--- src/rtl/cordic_pkg.sv ---
// Shared CORDIC definitions: FSM state encoding, arctangent table and quadrant-fold thresholds.
package cordic_pkg;

  typedef enum logic [1:0] {
    ST_IDLE,
    ST_ROTATE,
    ST_DONE
  } cordic_state_e;

  localparam int MAX_ITERATIONS = 16;
  localparam int SHIFT_W        = 4;
  localparam int ATAN_REF_WIDTH = 16;

  // atan(2^-i) at the reference scale where 2^ATAN_REF_WIDTH represents pi.
  function automatic int atan_ref(input int i);
    case (i)
      0:       return 16384;
      1:       return 9672;
      2:       return 5110;
      3:       return 2594;
      4:       return 1302;
      5:       return 652;
      6:       return 326;
      7:       return 163;
      8:       return 81;
      9:       return 41;
      10:      return 20;
      11:      return 10;
      12:      return 5;
      13:      return 3;
      14:      return 1;
      default: return 1;
    endcase
  endfunction

  // Narrower angle widths round the reference entry; wider ones scale it up.
  function automatic int atan_entry(input int i, input int aw);
    if (aw >= ATAN_REF_WIDTH)
      return atan_ref(i) << (aw - ATAN_REF_WIDTH);
    else
      return (atan_ref(i) + (1 << (ATAN_REF_WIDTH - 1 - aw))) >> (ATAN_REF_WIDTH - aw);
  endfunction

  // Angles at or beyond +/- pi/2 are folded by a half turn before rotating.
  function automatic int fold_thr(input int aw);
    return 1 << (aw - 1);
  endfunction

endpackage

--- src/rtl/cordic_stage_var.sv ---
// One combinational CORDIC micro-rotation with a runtime shift amount and arctangent step.
module cordic_stage_var
  import cordic_pkg::*;
#(
  parameter int DATA_WIDTH  = 12,
  parameter int ANGLE_WIDTH = 16
) (
  input  logic signed [DATA_WIDTH:0]  x_i,
  input  logic signed [DATA_WIDTH:0]  y_i,
  input  logic signed [ANGLE_WIDTH:0] z_i,
  input  logic signed [ANGLE_WIDTH:0] atan_i,
  input  logic        [SHIFT_W-1:0]   shift_i,
  output logic signed [DATA_WIDTH:0]  x_o,
  output logic signed [DATA_WIDTH:0]  y_o,
  output logic signed [ANGLE_WIDTH:0] z_o
);

  logic signed [DATA_WIDTH:0] x_sh;
  logic signed [DATA_WIDTH:0] y_sh;
  logic                       rot_pos;

  assign x_sh    = x_i >>> shift_i;
  assign y_sh    = y_i >>> shift_i;
  assign rot_pos = !z_i[ANGLE_WIDTH] && (z_i != '0);

  always_comb begin
    if (rot_pos) begin
      x_o = x_i - y_sh;
      y_o = y_i + x_sh;
      z_o = z_i - atan_i;
    end else begin
      x_o = x_i + y_sh;
      y_o = y_i - x_sh;
      z_o = z_i + atan_i;
    end
  end

endmodule

--- src/rtl/cordic_seq.sv ---
// Iterative rotation-mode CORDIC: one micro-rotation per cycle with a valid/ready handshake
// on both sides; results carry the CORDIC gain.
module cordic_seq
  import cordic_pkg::*;
#(
  parameter int DATA_WIDTH  = 12,
  parameter int ANGLE_WIDTH = 16,
  parameter int ITERATIONS  = 12
) (
  input  logic                        clk,
  input  logic                        rst,
  input  logic                        in_valid,
  output logic                        in_ready,
  input  logic signed [DATA_WIDTH:0]  x_in,
  input  logic signed [DATA_WIDTH:0]  y_in,
  input  logic signed [ANGLE_WIDTH:0] z_in,
  output logic                        out_valid,
  input  logic                        out_ready,
  output logic signed [DATA_WIDTH:0]  x_out,
  output logic signed [DATA_WIDTH:0]  y_out,
  output logic signed [ANGLE_WIDTH:0] z_out,
  output logic                        busy
);

  localparam logic signed [ANGLE_WIDTH:0] FOLD_HI = (ANGLE_WIDTH+1)'(fold_thr(ANGLE_WIDTH));
  localparam logic signed [ANGLE_WIDTH:0] FOLD_LO = -FOLD_HI;
  localparam logic        [ANGLE_WIDTH:0] TURN    = {1'b1, {ANGLE_WIDTH{1'b0}}};
  localparam logic        [SHIFT_W-1:0]   I_LAST  = SHIFT_W'(ITERATIONS - 1);

  cordic_state_e              state_q;
  logic [SHIFT_W-1:0]         i_q;
  logic                       neg_q;
  logic signed [DATA_WIDTH:0] x_q, y_q, x_out_q, y_out_q;
  logic signed [ANGLE_WIDTH:0] z_q, z_out_q;

  logic signed [DATA_WIDTH:0]  x_d, y_d;
  logic signed [ANGLE_WIDTH:0] z_d, z_fold_d, atan_d;
  logic                        neg_fold_d;

  always_comb begin
    z_fold_d   = z_in;
    neg_fold_d = 1'b0;
    if (z_in >= FOLD_HI) begin
      z_fold_d   = z_in - TURN;
      neg_fold_d = 1'b1;
    end else if (z_in < FOLD_LO) begin
      z_fold_d   = z_in + TURN;
      neg_fold_d = 1'b1;
    end
  end

  assign atan_d = (ANGLE_WIDTH+1)'(atan_entry(int'(i_q), ANGLE_WIDTH));

  cordic_stage_var #(
    .DATA_WIDTH (DATA_WIDTH),
    .ANGLE_WIDTH(ANGLE_WIDTH)
  ) u_stage (
    .x_i    (x_q),
    .y_i    (y_q),
    .z_i    (z_q),
    .atan_i (atan_d),
    .shift_i(i_q),
    .x_o    (x_d),
    .y_o    (y_d),
    .z_o    (z_d)
  );

  always_ff @(posedge clk) begin
    if (rst) begin
      state_q <= ST_IDLE;
      i_q     <= '0;
      neg_q   <= 1'b0;
      x_q     <= '0;
      y_q     <= '0;
      z_q     <= '0;
      x_out_q <= '0;
      y_out_q <= '0;
      z_out_q <= '0;
    end else begin
      case (state_q)
        ST_IDLE: begin
          if (in_valid) begin
            x_q     <= x_in;
            y_q     <= y_in;
            z_q     <= z_fold_d;
            neg_q   <= neg_fold_d;
            i_q     <= '0;
            state_q <= ST_ROTATE;
          end
        end
        ST_ROTATE: begin
          x_q <= x_d;
          y_q <= y_d;
          z_q <= z_d;
          i_q <= i_q + 1'b1;
          if (i_q == I_LAST) begin
            // A folded angle rotated the opposite half-plane; negation restores it.
            x_out_q <= neg_q ? -x_d : x_d;
            y_out_q <= neg_q ? -y_d : y_d;
            z_out_q <= z_d;
            state_q <= ST_DONE;
          end
        end
        ST_DONE: begin
          if (out_ready) state_q <= ST_IDLE;
        end
        default: state_q <= ST_IDLE;
      endcase
    end
  end

  assign in_ready  = (state_q == ST_IDLE);
  assign out_valid = (state_q == ST_DONE);
  assign busy      = (state_q != ST_IDLE);
  assign x_out     = x_out_q;
  assign y_out     = y_out_q;
  assign z_out     = z_out_q;

endmodule

--- config.mk ---
export PLATFORM = sky130hd
export DESIGN_NAME = cordic_seq
export DESIGN_NICKNAME = d
export VERILOG_FILES = /design/src/rtl/cordic_pkg.sv /design/src/rtl/cordic_stage_var.sv /design/src/rtl/cordic_seq.sv
export SDC_FILE = /design/constraint.sdc
export NUM_CORES = 1
export LEC_CHECK = 0
export ABC_AREA = 1
export CAP_MARGIN = 30
export CELL_PAD_IN_SITES_DETAIL_PLACEMENT = 1
export CELL_PAD_IN_SITES_GLOBAL_PLACEMENT = 1
export CORE_MARGIN = 2
export CORE_UTILIZATION = 37
export CTS_CLUSTER_DIAMETER = 40
export DETAILED_ROUTE_END_ITERATION = 12
export PLACE_DENSITY = 0.87
export SYNTH_ARGS = -nofsm -noshare
export SYNTH_HDL_FRONTEND = slang
export SYNTH_SLANG_ARGS = --single-unit
--- constraint.sdc ---
create_clock -name clk -period 3.5 [get_ports clk]
set_input_delay 0.35 -clock clk [delete_from_list [all_inputs] [get_ports clk]]
set_output_delay 0.35 -clock clk [all_outputs]
set_load 0.01 [all_outputs]
==> results by group, run 1 <==
Synth
  • Number of synthesized register bits: ~110
  • Synthesized area divided by synthesized cell count: about 6.2 um2
  • Yosys warning total: 0
  • Area fraction of the dominant cell type after synthesis: approximately a quarter
  • Syn Inst Count: 1381
  • Area contributors post-synth: dfxtp_1 (25%), nand2_1 (17%), nand3_1 (8.7%)
  • Cell accounting for the most synthesized area: dfxtp_1
  • Synthesized Nets: 1482
  • Area of the mapped netlist: 0.008603 mm2
  • Library cells used by synthesis: 42
  • Proportion of synthesized chip area in sequential cells: 25.13%

Floorplanning
  • Die boundary height: 156.5 um
  • Width of the die: 156.5 um
  • Top-level port count: 93
  • Initial core utilization: 37.88%
  • Row count: 55

Placed design
  • Placed cell count: 1891
  • I/O Buffers: 92
  • Placed instance area: ~0.011 mm2
  • Estimated wirelength of the detail-placed design: around 28000 um
  • Placer's final routability congestion estimate: 0.9190

Run status
  • Outcome: did not finish
  • Failed at: 5_1_grt
  • Stop err: [ERROR GRT-0232] Routing congestion too high. Check the congestion heatmap in the GUI.

Global routing
  • Total grt overflow: 238
  • Maximum number of pins on one net before global-route repair: 58
  • Overall track demand over capacity in global routing: between 70% and 80%

CTS
  • Clock sink count: 108
  • Clock buffers created by TritonCTS: 9
  • Maximum level of the CTS H-tree: 3
  • CTS max path bufs: 2
  • Root buf cell: clkbuf_16

STA
  • Type of the worst endpoint after the last repair: sequential cell input
  • Last worst endpoint in the global-route repair_timing: x_out[12]$_SDFFE_PP0P_/D
[routing by layer]
metal,overflow,global-route usage [%]
met3,4,62.09
met5,0,19.88
met2,138,94.44
met4,92,79.90
met1,4,74.09
[logic make-up after synthesis]
kind of cell	share of synthesized area, %
and+or+nand+nor	32.46
AOI/OAI and AO/OA	16.62
buffers and inverters	10.85
DFF	25.13
xor gates and xnor gates	6.821
adders and majority gates	8.115
[Yosys cell counts, drive strengths merged]
cell / n
a211oi: 5
a21boi: 2
a21o: 5
a21oi: 68
a221oi: 2
a22o: 2
a22oi: 1
a31oi: 36
buf: 29
clkbuf: 29
dfxtp: 108
fa: 3
ha: 51
inv: 176
nand2: 385
nand2b: 1
nand3: 150
nand3b: 1
nand4: 10
nor2: 100
nor3: 17
nor4: 3
o211ai: 13
o21a: 3
o21ai: 94
o21bai: 4
o221ai: 6
o22ai: 2
o31ai: 4
o41ai: 1
or2: 3
xnor2: 19
xor2: 48
[metrics by stage]
step                worst slack (ns)  TNS, ns  hold slack (ns)
global placement             -0.5271   -6.405           0.4549
detailed placement           -0.8452   -15.61           0.4642
CTS                          -0.3128   -4.615           0.4366
floorplan                     0.1081        0           0.4453
[what timing repair did]
item | 4_1_cts
endpoints found under the setup margin | 58
cloned | 2
hold buffers | 0
pin swaps | 49
hold endpoints to repair | 0
gates resized for setup | 205
buffers inserted | 31
==> inputs of run 2 (changes only) <==
--- a/config.mk
+++ b/config.mk
@@ -7,13 +7,10 @@
 export LEC_CHECK = 0
 export ABC_AREA = 1
 export CAP_MARGIN = 30
-export CELL_PAD_IN_SITES_DETAIL_PLACEMENT = 1
-export CELL_PAD_IN_SITES_GLOBAL_PLACEMENT = 1
 export CORE_MARGIN = 2
-export CORE_UTILIZATION = 37
-export CTS_CLUSTER_DIAMETER = 40
+export CORE_UTILIZATION = 35
 export DETAILED_ROUTE_END_ITERATION = 12
-export PLACE_DENSITY = 0.87
+export PLACE_DENSITY_LB_ADDON = 0.15
 export SYNTH_ARGS = -nofsm -noshare
 export SYNTH_HDL_FRONTEND = slang
 export SYNTH_SLANG_ARGS = --single-unit
==> constraint.sdc (replaced) <==
create_clock -name clk -period 4.5 [get_ports clk]
set_input_delay 0.45 -clock clk [delete_from_list [all_inputs] [get_ports clk]]
set_output_delay 0.45 -clock clk [all_outputs]
set_load 0.01 [all_outputs]
==> run 2 against run 1 <==
Net effect: the run now ends clean; synthesized area did not move; synthesized cell count did not move.
==> results by group, run 2 <==
Synth
  • Library cells used by synthesis: 42 (unchanged)
  • Most instantiated cells after synthesis: nand2_1 (382), inv_1 (163), nand3_1 (150)
  • Area fraction of the dominant cell type after synthesis: 25.13% (unchanged)
  • Most frequent cell after synthesis: nand2_1
  • Number of enable flip-flop cells after synthesis: 0 (unchanged)
  • Area contributors post-synth: dfxtp_1 (25%), nand2_1 (17%), nand3_1 (8.7%)
  • Yosys warning total: 0 (unchanged)
  • Post-synth top flop: dfxtp_1
  • Proportion of synthesized chip area in sequential cells: 25.13% (unchanged)
  • Area of the mapped netlist: 0.008603 mm2 (unchanged)
  • Synthesized area divided by synthesized cell count: 6.230 um2 (unchanged)
  • Syn Inst Count: 1381 (unchanged)
  • Post-synthesis async set-or-reset flop share: 0% (unchanged)
  • Number of synthesized register bits: 108 (unchanged)
  • Cell accounting for the most synthesized area: dfxtp_1
  • Synthesized Nets: 1482 (unchanged)

Detailed routing
  • Post-detailed-route count of antenna-violating nets: 0
  • Number of violations reported at the end of detailed-routing iteration 0: 574
  • Drt wl/cell: roughly 16 um
  • Post-detailed-routing wire length: 28700 um
  • Via Count: 9054
  • Routed vias/inst: 5.098
  • Pre-Repair DR Iteration Count: 5
  • Remaining design rule violation count: 0

Layout
  • Inserted Diodes: 0
  • Top library cells by usage in the layout, fill and taps aside: nand2_1 (382), inv_1 (162), nand3_1 (150)
  • Finished Cell Area: 0.01019 mm2
  • Layout cells sized above 1: under 10%
  • Area Overhead vs Synth: 18.41%
  • Most frequent standard cell in the layout excluding fill and tap cells: nand2_1
  • Number of nets at the end of the flow: between 1500 and 2000

CTS
  • Clock transition at the registers of the reported paths: 0.08 ns
  • Worst-skew pair later-pin latency: 0.38 ns
  • Clock sink count: 108 (unchanged)
  • CTS tree: yes
  • Root buf cell: clkbuf_16
  • Maximum level of the CTS H-tree: 3 (unchanged)
  • Clock buffers created by TritonCTS: 9 (unchanged)
  • Hold-fix buffers, CTS: 0 (unchanged)
  • CTS max path bufs: 2 (unchanged)

STA
  • Fraction of the cycle the final worst path needs: 90.42%
  • Post-layout min period: 4.069 ns
  • Max-slew headroom at the worst pin: 44.70%
  • Final setup violation count: 0
  • Count of endpoints failing hold in the final timing report: 0
  • Setup repair after global routing missed its margin: false
  • Max Transition Viols Final: 0
  • Maximum clock frequency: 0.2458 GHz
  • Final-layout setup total negative slack: 0 ns
  • Setup skew after layout: about 0.015 ns
  • Slew at the pin closest to its max-slew limit: 0.8286 ns

Placed design
  • I/O Buffers: 92 (unchanged)
  • Placer's final routability congestion estimate: 0.9293 (+1.1%)
  • Placed instance area: 0.009812 mm2 (-11%)
  • Estimated wirelength of the detail-placed design: 21840 um (-22%)

Global routing
  • Maximum number of pins on one net before global-route repair: 67
  • Total grt overflow: 0
  • Antenna violations before repair: 0
  • Overall track demand over capacity in global routing: between 20% and 30%
  • Via count of the first global-routing pass: 8760
  • Wire length of the first global-routing pass: 45690 um

Floorplanning
  • Width of the die: 160.8 um (+2.7%)
  • Area of the core: 0.02425 mm2
  • Top-level port count: 93 (unchanged)
  • Initial core utilization: 35.48% (-2.4 points)
  • Row count: 57 (+3.6%)
  • Area enclosed by the die boundary: 0.02585 mm2
  • Die boundary height: 160.8 um (+2.7%)

Power and ir drop
  • Overall power consumption: 0.005515 W
  • Worst vdd ir: 232.2 uV
  • Pleak: 4.820 nW
  • Power per unit of standard cell area: 541.3 mW/mm2

Worst setup path
  • Data arrival time of the critical path: 4.34 ns
  • Worst Path Class, Setup: flip-flop to flip-flop
  • Endpoint required time on the critical path: 4.77 ns
  • Kind of end point of the critical path: flip-flop
  • Top Family by Delay on Critical Path: simple AND/OR/NAND/NOR gates
  • Crit-path max cell delay: 0.39 ns
  • Worst R2R End: x_out[12]$_SDFFE_PP0P_
  • CP Launch Type: flip-flop
  • Critical Path Fanout Max: 19
  • Cell type with the highest occurrence count on the critical path: nand2_1
  • Worst R2R Path Depth: 28
  • Slowest-stage cell, CP: dfxtp_1
  • Setup slack, reg-to-reg: 0.43 ns
  • Worst flop-to-flop path startpoint: i_q[0]$_SDFFE_PP0P_
  • Number of buffers and inverters on the critical path: 6

Run
  • Max-cap violations: 0

Worst hold path
  • Hold Path Depth: 2
  • Worst min path class: flip-flop to flip-flop
  • Startpoint of the tightest hold check path: z_out[1]$_SDFFE_PP0P_
  • Worst hold path endpoint: z_out[1]$_SDFFE_PP0P_

Run status
  • Outcome: finished, final reports clean
## run 2: cell counts after synthesis
Identical to the previous run, type by type.
## run 2: how the worst max path moves through the flow
stage | slack [ns] | endpoint | cells past startpoint | start
5_1_grt | 0.008 | x_out[12]$_SDFFE_PP0P_ | 32 | i_q[0]$_SDFFE_PP0P_
6_report | 0.43 | x_out[12]$_SDFFE_PP0P_ | 28 | i_q[0]$_SDFFE_PP0P_
2_1_floorplan | 1.11 | y_out[9]$_SDFFE_PP0P_ | 25 | i_q[1]$_SDFFE_PP0P_
4_1_cts | 0.20 | x_out[12]$_SDFFE_PP0P_ | 24 | i_q[3]$_SDFFE_PP0P_
3_5_place_dp | 0.23 | x_out[12]$_SDFFE_PP0P_ | 24 | i_q[0]$_SDFFE_PP0P_
3_3_place_gp | 0.24 | x_out[12]$_SDFFE_PP0P_ | 24 | i_q[3]$_SDFFE_PP0P_
## run 2: power by group
part           internal [W]  switching (W)  total, W
clock              0.000404       0.000453  0.000856
sequential          0.00105       0.000141   0.00119
combinational       0.00118        0.00228   0.00346
total               0.00264        0.00288   0.00551
## run 2: cell type report
type	count	area, um2
Timing Repair Buffer	113	1090
Inverter	176	666.9
Multi-Input combinational cell	1039	5555
Clock inverter	7	81.33
Sequential cell	108	2163
Clock buffer	9	225.2
Fill cell	2620	14060
Tap cell	324	405.4
## run 2: routing by layer
layer  GRT usage [%]  part of all wire (%)  vias up
li1                -                     -     4663
met1           26.40                    43     4134
met2           41.12                    50      202
met3           2.505                   3.3       55
met4           8.888                   3.7        0
met5               0                     0        -
## run 2: cell families (layout without fill, tap and decap cells)
| kind of cell | count (synthesis) | count (layout) | synth area share [%] |
|---|---|---|---|
| and+or+nand+nor | 670 | 670 | 32.46 |
| AOI/OAI and AO/OA | 248 | 248 | 16.62 |
| buffers and inverters | 234 | 305 | 10.85 |
| DFF | 108 | 108 | 25.13 |
| xor gates and xnor gates | 67 | 67 | 6.821 |
| adders and majority gates | 54 | 54 | 8.115 |
## run 2: worst min-delay path, stage by stage (launching register included)
cell     delay, ns
dfxtp_1       0.32
nand2_1       0.06
a21oi_1       0.05
## run 2: metrics by stage
step,setup slack [ns],cells,hold WS [ns],util [%]
final,0.4310,1776,0.4648,42.01
after global routing,0.008106,1776,0.4956,42.01
after CTS,0.1989,1772,0.4682,41.73
after detailed placement,0.2281,1756,0.4551,40.46
after global placement,0.2408,1756,0.4530,40.46
after floorplan,1.108,1381,0.4453,-
## run 2: repair_timing
action,in CTS,in global routing
resized for setup,0,13
setup endpoints to repair,0,13
setup buffers,0,4
No activity file was read; power rests on OpenSTA's default activity.
